$ cat src/rtl/idex_hazard_ctrl.sv
// ID/EX boundary sequencing controller.
// Handles load-use stalls, multi-cycle EX holds and taken-branch flushes.
// Also keeps a saturating count of cycles in which the PC was frozen.
//
// state    | meaning
// ---------+-----------------------------------------------------------
// ST_RUN   | normal flow; branch > multi-cycle start > load-use hazard
// ST_MC    | multi-cycle EX op in progress; pipeline held, inputs ignored
// ST_FLUSH | extra flush cycles after a taken branch, inputs ignored
module idex_hazard_ctrl #(
    parameter int MC_LATENCY   = 4,
    parameter int FLUSH_CYCLES = 1,
    parameter int CNT_W        = 16
) (
    input  logic             clk,
    input  logic             rst,
    input  logic [4:0]       IFID_rs1,
    input  logic [4:0]       IFID_rs2,
    input  logic             IFID_uses_rs1,
    input  logic             IFID_uses_rs2,
    input  logic [4:0]       IDEX_rd,
    input  logic             IDEX_MemoryRead,
    input  logic             ex_branch_taken,
    input  logic             mc_start,
    output logic             pc_write,
    output logic             ifid_write,
    output logic             ifid_flush,
    output logic             idex_bubble,
    output logic             idex_hold,
    output logic             mc_busy,
    output logic             mc_done,
    output logic [CNT_W-1:0] stall_cnt
);

    localparam int MC_W = $clog2(MC_LATENCY + 1);
    localparam int FL_W = $clog2(FLUSH_CYCLES + 1);

    typedef enum logic [1:0] {
        ST_RUN   = 2'd0,
        ST_MC    = 2'd1,
        ST_FLUSH = 2'd2
    } state_t;

    state_t           state_q, state_d;
    logic [MC_W-1:0]  mc_cnt_q, mc_cnt_d;
    logic [FL_W-1:0]  fl_cnt_q, fl_cnt_d;
    logic [CNT_W-1:0] stall_cnt_q;
    logic             hz;

    // Load-use hazard: EX holds a load whose destination (not x0) is read in ID.
    assign hz = IDEX_MemoryRead && (IDEX_rd != 5'd0) &&
                ((IFID_uses_rs1 && (IFID_rs1 == IDEX_rd)) ||
                 (IFID_uses_rs2 && (IFID_rs2 == IDEX_rd)));

    assign stall_cnt = stall_cnt_q;

    // Next-state and Mealy output decode; reset forces the safe output pattern.
    always_comb begin
        state_d     = state_q;
        mc_cnt_d    = mc_cnt_q;
        fl_cnt_d    = fl_cnt_q;
        pc_write    = 1'b0;
        ifid_write  = 1'b0;
        ifid_flush  = 1'b0;
        idex_bubble = 1'b0;
        idex_hold   = 1'b0;
        mc_busy     = 1'b0;
        mc_done     = 1'b0;

        case (state_q)
            ST_RUN: begin
                if (ex_branch_taken) begin
                    pc_write    = 1'b1;
                    ifid_write  = 1'b1;
                    ifid_flush  = 1'b1;
                    idex_bubble = 1'b1;
                    if (FLUSH_CYCLES > 1) begin
                        state_d  = ST_FLUSH;
                        fl_cnt_d = FL_W'(FLUSH_CYCLES - 1);
                    end
                end else if (mc_start) begin
                    idex_hold = 1'b1;
                    mc_busy   = 1'b1;
                    if (MC_LATENCY > 1) begin
                        state_d  = ST_MC;
                        mc_cnt_d = MC_W'(MC_LATENCY - 1);
                    end else begin
                        mc_done = 1'b1;
                    end
                end else if (hz) begin
                    idex_bubble = 1'b1;
                end else begin
                    pc_write   = 1'b1;
                    ifid_write = 1'b1;
                end
            end
            ST_MC: begin
                idex_hold = 1'b1;
                mc_busy   = 1'b1;
                if (mc_cnt_q <= MC_W'(1)) begin
                    mc_done = 1'b1;
                    state_d = ST_RUN;
                end else begin
                    mc_cnt_d = mc_cnt_q - MC_W'(1);
                end
            end
            ST_FLUSH: begin
                pc_write    = 1'b1;
                ifid_write  = 1'b1;
                ifid_flush  = 1'b1;
                idex_bubble = 1'b1;
                if (fl_cnt_q <= FL_W'(1)) begin
                    state_d = ST_RUN;
                end else begin
                    fl_cnt_d = fl_cnt_q - FL_W'(1);
                end
            end
            default: begin
                state_d = ST_RUN;
            end
        endcase

        if (rst) begin
            state_d     = ST_RUN;
            mc_cnt_d    = '0;
            fl_cnt_d    = '0;
            pc_write    = 1'b0;
            ifid_write  = 1'b0;
            ifid_flush  = 1'b1;
            idex_bubble = 1'b1;
            idex_hold   = 1'b0;
            mc_busy     = 1'b0;
            mc_done     = 1'b0;
        end
    end

    // State and down-counter registers.
    always_ff @(posedge clk) begin
        if (rst) begin
            state_q  <= ST_RUN;
            mc_cnt_q <= '0;
            fl_cnt_q <= '0;
        end else begin
            state_q  <= state_d;
            mc_cnt_q <= mc_cnt_d;
            fl_cnt_q <= fl_cnt_d;
        end
    end

    // Saturating count of frozen-PC cycles; holds at all-ones instead of wrapping.
    always_ff @(posedge clk) begin
        if (rst) begin
            stall_cnt_q <= '0;
        end else if (!pc_write && (stall_cnt_q != {CNT_W{1'b1}})) begin
            stall_cnt_q <= stall_cnt_q + CNT_W'(1);
        end
    end

endmodule
$ cat config.mk
export PLATFORM = sky130hd
export DESIGN_NAME = idex_hazard_ctrl
export DESIGN_NICKNAME = d
export VERILOG_FILES = /design/src/rtl/idex_hazard_ctrl.sv
export SDC_FILE = /design/constraint.sdc
export NUM_CORES = 1
export LEC_CHECK = 0
export CAP_MARGIN = 20
export CORE_MARGIN = 2
export CORE_UTILIZATION = 45
export DETAILED_ROUTE_END_ITERATION = 7
export PLACE_DENSITY = 0.8
export SYNTH_ARGS = -nofsm -noshare
export SYNTH_HDL_FRONTEND = slang
export SYNTH_SLANG_ARGS = --single-unit
$ cat constraint.sdc
create_clock -name clk -period 2.3 [get_ports clk]
set_clock_uncertainty 0.2 [all_clocks]
set_input_delay 0.23 -clock clk [delete_from_list [all_inputs] [get_ports clk]]
set_output_delay 0.23 -clock clk [all_outputs]
set_load 0.005 [all_outputs]
==> reports/qor.yml, run 1 <==
outcome: "finished clean"
wl_mm: 3.520
cap_violations: 0
synth_ff_type: "dfxtp_1"
crit_required_ns: 1.87
cp_cell_sequence: "dlygate4sd2_1 > or4_4 > o21ai_4 > buf_6 > nor2_2 > a21bo_4 > inv_4 > clkdlybuf4s15_2"
synthArstFlopShare_pct: 0
holdPathStages: 2
finalNetCount: 241
cts-hold-fix-buffers: 0
cts_made_buffers: 3
drc: 0
synth.distinct_cells: 41
drive_gt1_share_pct: 18.60
htreeDepth: 1
antenna_found_initial: 0
powerDensity_mw_per_mm2: 412.3
rsz0062_at_grt: "no"
synth_nets: 184
grt_pass1_wl_mm: 5.871
grt_max_degree: 23
cp_max_fo: 4
synth_top_family_by_area: "simple AND/OR/NAND/NOR gates"
cts_sinks: 20
final-hold-violation-count: 0
dpl.hpwl_mm: 2.741
crit_slowest_cell: "or4_4"
rrSetupSlack_ns: 0.25
vias: 1418
ioPinCount: 45
routed_via_density: 5.764
fp-row-count: 19
reg2reg_depth: 6
startpoint_type: "primary input"
syn_area_per_cell_um2: 8.412
drtPass1Iterations: 4
ant_nets: 0
crit_arrival_ns: 1.81
r2r-end: "stall_cnt[11]"
clk_latency_ns: 0.31
fp.dieArea_mm2: 0.003425
hold_class: "flip-flop to flip-flop"
core_mm2: 0.002781
synthMuxAreaShare_pct: 6.922
worstSetupPathType: "primary input to primary output"
dr.first_iter.drc_count: 41
clkTransAtPathRegs_ns: 0.12
start_util_pct: 48.09
r2r_start: "stall_cnt[7]"
cts_tree: "built"
fmax_mhz: 447.1
gp_congestion: 0.8533
track_usage_pct: 22.30
fin_crit_ns: 2.237
clockBufferDepth: 2
synthSimpleGateAreaFrac_pct: 31.15
synth-compound-area-share_pct: 16.09
gr-total-overflow: 0
tightest_slew_ns: 0.2775
worstHoldStart: "stall_cnt[9]"
synth_seq_cells: 20
setup-tns-final_ns: 0
maxSlewViolCount: 0
holdPathEnd: "stall_cnt[9]"
worst_slack_ns: 0.06312
portBuffers: 44
yosysSeqAreaShare_pct: 29.93
synth_xor_xnor_area_share_pct: 6.548
yosysTopAreaCell: "dfxtp_1"
synth_fa_ha_area_share_pct: 2.806
synth_area_leaders: "dfxtp_1 (30%), xnor2_1 (6.5%), mux2_4 (4.5%)"
hold-worst-slack_ns: 0.2970
ys_warn_count: 0
end_kind: "primary output"
finalSetupViolations: 0
antenna_cells: 0
wire_per_inst_um: 14.31
place_ws_ns: -0.3560
die_h_um: 58.52
synth_top_area_share_pct: 29.93
relSlewSlack_pct: 81.38
leakage_uw: 0.0007027
syn2layout_area_growth_pct: 45.09
root_buffer: "clkbuf_4"
grt_pass1_vias: 1367
die_width_um: 58.52
synthesis.area_mm2: 0.001338
ir_worst_vdd_mv: 0.3543
cp_slowest_stage_delay_ns: 0.55
synth-edff-count: 0
synthCells: 159
post-route-period-util_pct: 97.26
## synth_stat cells (2+ instances only)
cell type / n
clkbuf_1: 3
mux2_1: 2
o31ai_1: 7
nor2b_1: 8
buf_8: 2
nand4_1: 6
or4_1: 8
xnor2_1: 10
and4_1: 3
nand3_1: 8
buf_2: 2
dfxtp_1: 20
and3_1: 2
inv_1: 3
nand2_1: 11
a21oi_1: 11
o21ai_1: 2
nor3_1: 5
ha_1: 3
nor4_2: 2
nor3_2: 2
buf_4: 2
mux2_4: 4
nor2_1: 16
## stage by stage
| step | instance area (um2) | std cells | utilization, % | total power, uW |
|---|---|---|---|---|
| floorplan | 1338 | 159 | - | 486.6 |
| global placement | 1876 | 241 | 67.43 | 579.4 |
| detailed placement | 1876 | 241 | 67.43 | 589.1 |
| CTS | 1932 | 246 | 69.46 | 801.0 |
| global route | 1941 | 246 | 69.77 | 843.0 |
| finish | 1941 | 246 | 69.77 | 800.1 |
## kinds of logic (layout without fill, tap and decap cells)
kind of cell,count (synthesis),in the layout
mux,7,7
fa+ha+maj,3,3
buf+inv,14,70
simple gates,74,74
xor+xnor,10,10
flops,20,20
compound gates,31,31
## how the worst max path moves through the flow
| stage | cells past startpoint | slack [ns] | to | startpoint |
|---|---|---|---|---|
| 2_1_floorplan | 8 | 0.28 | stall_cnt[5] | IDEX_rd[1] |
| 3_3_place_gp | 7 | -0.33 | ifid_write | IDEX_rd[1] |
| 3_5_place_dp | 7 | -0.36 | ifid_write | IDEX_rd[1] |
| 4_1_cts | 8 | 0.05 | ifid_write | IDEX_rd[2] |
| 5_1_grt | 8 | 0.01 | pc_write | IDEX_rd[2] |
| 6_report | 8 | 0.06 | ifid_write | IDEX_rd[2] |
## metal layers
metal | up-vias | track usage, % | share of wire [%]
li1 | 692 | - | -
met1 | 687 | 25.37 | 43
met2 | 28 | 40.13 | 51
met3 | 11 | 2.198 | 2.4
met4 | 0 | 12.96 | 3.3
met5 | - | 0 | 0
## what timing repair did
item                                    in CTS  in global routing
setup buffers                                1                  0
pin swaps                                    3                  3
cloned                                       0                  0
endpoints found under the setup margin       5                  3
gates resized for setup                     15                  1
## critical path: cells and delay by family
| family | cells | cell delay [ns] |
|---|---|---|
| buffers and inverters | 4 | 0.62 |
| AND/OR/NAND/NOR | 2 | 0.58 |
| AO/OA/AOI/OAI | 2 | 0.37 |
## cell type report
class	instances	area, um2
clock buffers	4	36.28
fillers	220	840.8
inverters	5	21.27
multi-input cells	125	877.1
flip-flops and latches	20	400.4
well taps	31	38.79
repair buffers	61	566.8
## state kept, by name, indices dropped and copies added (netlist names)
| signal | cells |
|---|---|
| state_q | 1 |
| mc_cnt_q | 3 |
| stall_cnt | 16 |
## placed cells by master, fill, tap and decap left out, types with 2 or more instances in the layout
cell / netlist / routed
inv_1: 3 / 3
nand2_1: 11 / 11
mux2_4: 4 / 4
nor2_1: 16 / 15
dlygate4sd2_1: 0 / 5
and4_1: 3 / 3
clkbuf_4: 0 / 3
o21ai_1: 2 / 3
and3_1: 2 / 2
clkdlybuf4s50_1: 0 / 37
dfxtp_1: 20 / 20
ha_1: 3 / 3
nand3_1: 8 / 8
nor2b_1: 8 / 8
buf_4: 2 / 16
o31ai_1: 7 / 7
or4_1: 8 / 7
nor3_1: 5 / 4
nand4_1: 6 / 6
xnor2_1: 10 / 10
a21oi_1: 11 / 11
nor3_2: 2 / 3
mux2_1: 2 / 2
## power by group
part	internal (uW)	switching, uW
clock	96.8	120
sequential	359	14.3
combinational	117	93.5
total	573	227
Power figures use the tool's default switching activity.
==> run 2: changes to the inputs <==
--- a/config.mk
+++ b/config.mk
@@ -5,7 +5,7 @@
 export SDC_FILE = /design/constraint.sdc
 export NUM_CORES = 1
 export LEC_CHECK = 0
-export CAP_MARGIN = 20
+export CAP_MARGIN = 40
 export CORE_MARGIN = 2
 export CORE_UTILIZATION = 45
 export DETAILED_ROUTE_END_ITERATION = 7
==> results of run 2 <==
No change in the layout: final DEF, timing and power equal those of run 1.
==> patch 1 (settings of run 2) <==
`MC_LATENCY`: 4 -> 8.
--- a/src/rtl/idex_hazard_ctrl.sv
+++ b/src/rtl/idex_hazard_ctrl.sv
@@ -8,7 +8,7 @@
 // ST_MC    | multi-cycle EX op in progress; pipeline held, inputs ignored
 // ST_FLUSH | extra flush cycles after a taken branch, inputs ignored
 module idex_hazard_ctrl #(
-    parameter int MC_LATENCY   = 4,
+    parameter int MC_LATENCY   = 8,
     parameter int FLUSH_CYCLES = 1,
     parameter int CNT_W        = 16
 ) (
Check against the original RTL: not equivalent (a bounded check fails within 4 cycles, from zero or initial values and one cycle with rst high).
==> patch 1 against run 2 <==
Worst setup slack got worse by 0.033 ns; via count rose by 6.6%; die area fell by 3.1%; design area rose by 9.3%; synthesized area fell by 3.3%; wire length rose by 17%; utilization rose by 7.8 points; total power rose by 2.7%; sequential cell count rose by 1; critical path type is now in -> reg; largest power group unchanged.
==> patch 1: results <==
[timing]
worst_pin_slew_ns = 0.354
setup_slack_ns = 0.0305

[routing]
drtIter0Drc = 57

[hold_path]
whs_path_depth = 1
holdPathEnd = "mc_cnt_q[0]"

[grt]
grtUsageMet3 = 0.0647
grt_start_max_net_pins = 20
grt_pass1_vias = 1581
grt_util_all_layers = 0.251

[final_layout]
layout.nonclk_buf_frac = 0.327
multi_input_area_share = 0.429
fin_util = 0.776
nMultiInputCombCells = 118
layout.area.seq_um2 = 422

[power_and_ir_drop]
leakage_nw = 0.860
p_clk_frac = 0.220

[worst_setup_path]
max_stage_delay_ns = 0.51
slowest_stage = "or4_1"
cp_data_arrival_time_ns = 2.32

[synthesis]
ys_top_cells_by_area = "dfxtp_1 32%, or4_1 7.0%, o31ai_1 6.4%"
synth_nets = 182

[placement]
pre_cts_ws_ns = -0.540
placed_cell_area_um2 = 1910
placed_cells = 248
hpwlAfterDp_um = 2850

[outcome]
status = "complete, no violations"

[floorplanning]
die_area_um2 = 3320
[patch 1: changes by cell type in the layout (fill, tap and decap cells not counted), moves of 5 or more]
cell,run 2,this run
dlymetal6s2s_1,0,6
clkdlybuf4s50_1,37,28
nand2_1,11,6
xor2_1,0,7
xnor2_1,10,1
buf_4,16,32
[patch 1: timing repair]
item / 4_1_cts / 5_1_grt
endpoints found under the hold margin: 0 / 0
setup buffers: 6 / 2
resized for setup: 30 / 26
pin swaps: 16 / 12
endpoints found under the setup margin: 17 / 13
[patch 1: per-layer routing]
metal | share of wire | up-vias | routed length (µm)
li1 | - | 723 | -
met4 | 0.026 | 0 | 108
met3 | 0.066 | 17 | 272
met1 | 0.37 | 706 | 1540
met2 | 0.53 | 66 | 2190
met5 | 0 | - | 0
[patch 1: cell families after synthesis]
logic type,count (synthesis),share of synthesized area
simple gates,65,0.300
compound gates,36,0.179
flops,21,0.325
buf+inv,18,0.0667
xor+xnor,11,0.0745
mux,3,0.0261
fa+ha+maj,3,0.0290
==> patch 2 (flow settings as in run 2) <==
Made on the original files. Register the output `stall_cnt` once more, with the module's reset; this adds one clock of latency there. The other outputs are not delayed to match.
--- a/src/rtl/idex_hazard_ctrl.sv
+++ b/src/rtl/idex_hazard_ctrl.sv
@@ -52,7 +52,13 @@
                 ((IFID_uses_rs1 && (IFID_rs1 == IDEX_rd)) ||
                  (IFID_uses_rs2 && (IFID_rs2 == IDEX_rd)));
 
-    assign stall_cnt = stall_cnt_q;
+    always_ff @(posedge clk) begin
+        if (rst) begin
+            stall_cnt <= '0;
+        end else begin
+            stall_cnt <= stall_cnt_q;
+        end
+    end
 
     // Next-state and Mealy output decode; reset forces the safe output pattern.
     always_comb begin
Behaviour: not the same (Yosys sat finds a counterexample within 4 cycles, from zero or initial values and one cycle with rst high).
==> patch 2 against run 2 <==
Design area rose by 25%; sequential cell count grew 16; total power rose by 50%; first-iteration DRC count rose by 140%; synthesized area rose by 22%; wire length increased by 0.91%; count of clock-buffer cells in the layout grew 1; fmax decreased by 2.3%; die area up 21%; cell count grew 15%; highest routed layer unchanged; worst setup slack got worse by 0.054 ns.
==> patch 2: results <==
[cts]
htreeDepth = 2
numCtsBuffers = 5
clk_latency_ns = 0.35

[power_and_ir_drop]
leakage_nw = 0.916
irDropWorstVdd_uv = 351

[final_layout]
drive_gt1_frac = 0.193
fin_nets = 262
instances_no_fill = 284

[routing]
wirelength_um = 3550
drtIter0Drc = 98
vias = 1457

[placement]
placed_cell_area_um2 = 2190
place_congestion = 0.768
placed_cells = 270
pre_cts_ws_ns = -0.636
hpwlAfterDp_um = 2300

[synthesis]
yosysSeqAreaShare = 0.440
synth_nets = 201
ys_top_cells_by_area = "dfxtp_1 44%, mux2_1 7.6%, nor2b_1 6.5%"
ys.flop_type = "dfxtp_1"
synth_cell_type_count = 38
syn_avg_cell_area_um2 = 9.31
synth_commonest_cells = "36 x dfxtp_1, 22 x nor2_1, 17 x nor2b_1"

[outcome]
status = "complete, no violations"

[grt]
grt_start_max_net_pins = 22
grt_pass1_wl_um = 5840
grt_util_all_layers = 0.184

[timing]
max_freq_mhz = 437

[worst_setup_path]
cp_max_fo = 6
cp_data_arrival_time_ns = 2.34
## patch 2: repair_timing
| item | in CTS | in global routing |
|---|---|---|
| resized for setup | 20 | 21 |
| setup endpoints to repair | 14 | 15 |
| setup buffers | 4 | 1 |
| pin swaps | 5 | 5 |
| gates cloned | 0 | 1 |
## patch 2: layer usage
layer	wire length (µm)	up-vias	global-route usage
met2	1770	45	0.320
met3	218	7	0.0687
li1	-	735	-
met5	0	-	0
met1	1510	670	0.197
met4	58	0	0.0798
## patch 2: path summary, 6_finish.rpt
kind / start / end / slack (ns) / cells after the start
setup / recovery: IDEX_rd[2] / stall_cnt_q[3] / 0.009 / 10
hold / removal: stall_cnt_q[1] / stall_cnt[1] / 0.31 / 1
setup reg to reg: stall_cnt_q[1] / stall_cnt_q[3] / 0.12 / 8
hold reg to reg: stall_cnt_q[1] / stall_cnt[1] / 0.31 / 1
## patch 2: logic make-up after synthesis
kind of cell	count (synthesis)	synth area share
flip-flops	36	0.440
buffers and inverters	14	0.0458
multiplexers	12	0.0817
adder cells (fa/ha/maj)	3	0.0229
AO/OA/AOI/OAI	21	0.0940
AND/OR/NAND/NOR	80	0.262
XOR/XNOR	10	0.0535
## patch 2: critical path, cell delays in order
cell             delay (ns)
clkdlybuf4s15_1        0.18
or4_4                  0.51
o21a_1                 0.20
and2_4                 0.17
a211oi_4               0.27
buf_6                  0.15
buf_6                  0.11
buf_8                  0.14
nor3_1                 0.06
mux2_1                 0.31
## patch 2: cell type report
cell class	count	area, µm²
clock inverters	3	18.8
inverters	5	18.8
fillers	267	998
flip-flops and latches	36	722
multi-input cells	126	941
well taps	46	57.6
repair buffers	63	622
clock buffers	5	37.5
## patch 2: power by group
| part | switching, mW | internal (mW) |
|---|---|---|
| logic | 0.0917 | 0.129 |
| clock network | 0.216 | 0.117 |
| registers | 0.0120 | 0.638 |
| total | 0.320 | 0.884 |
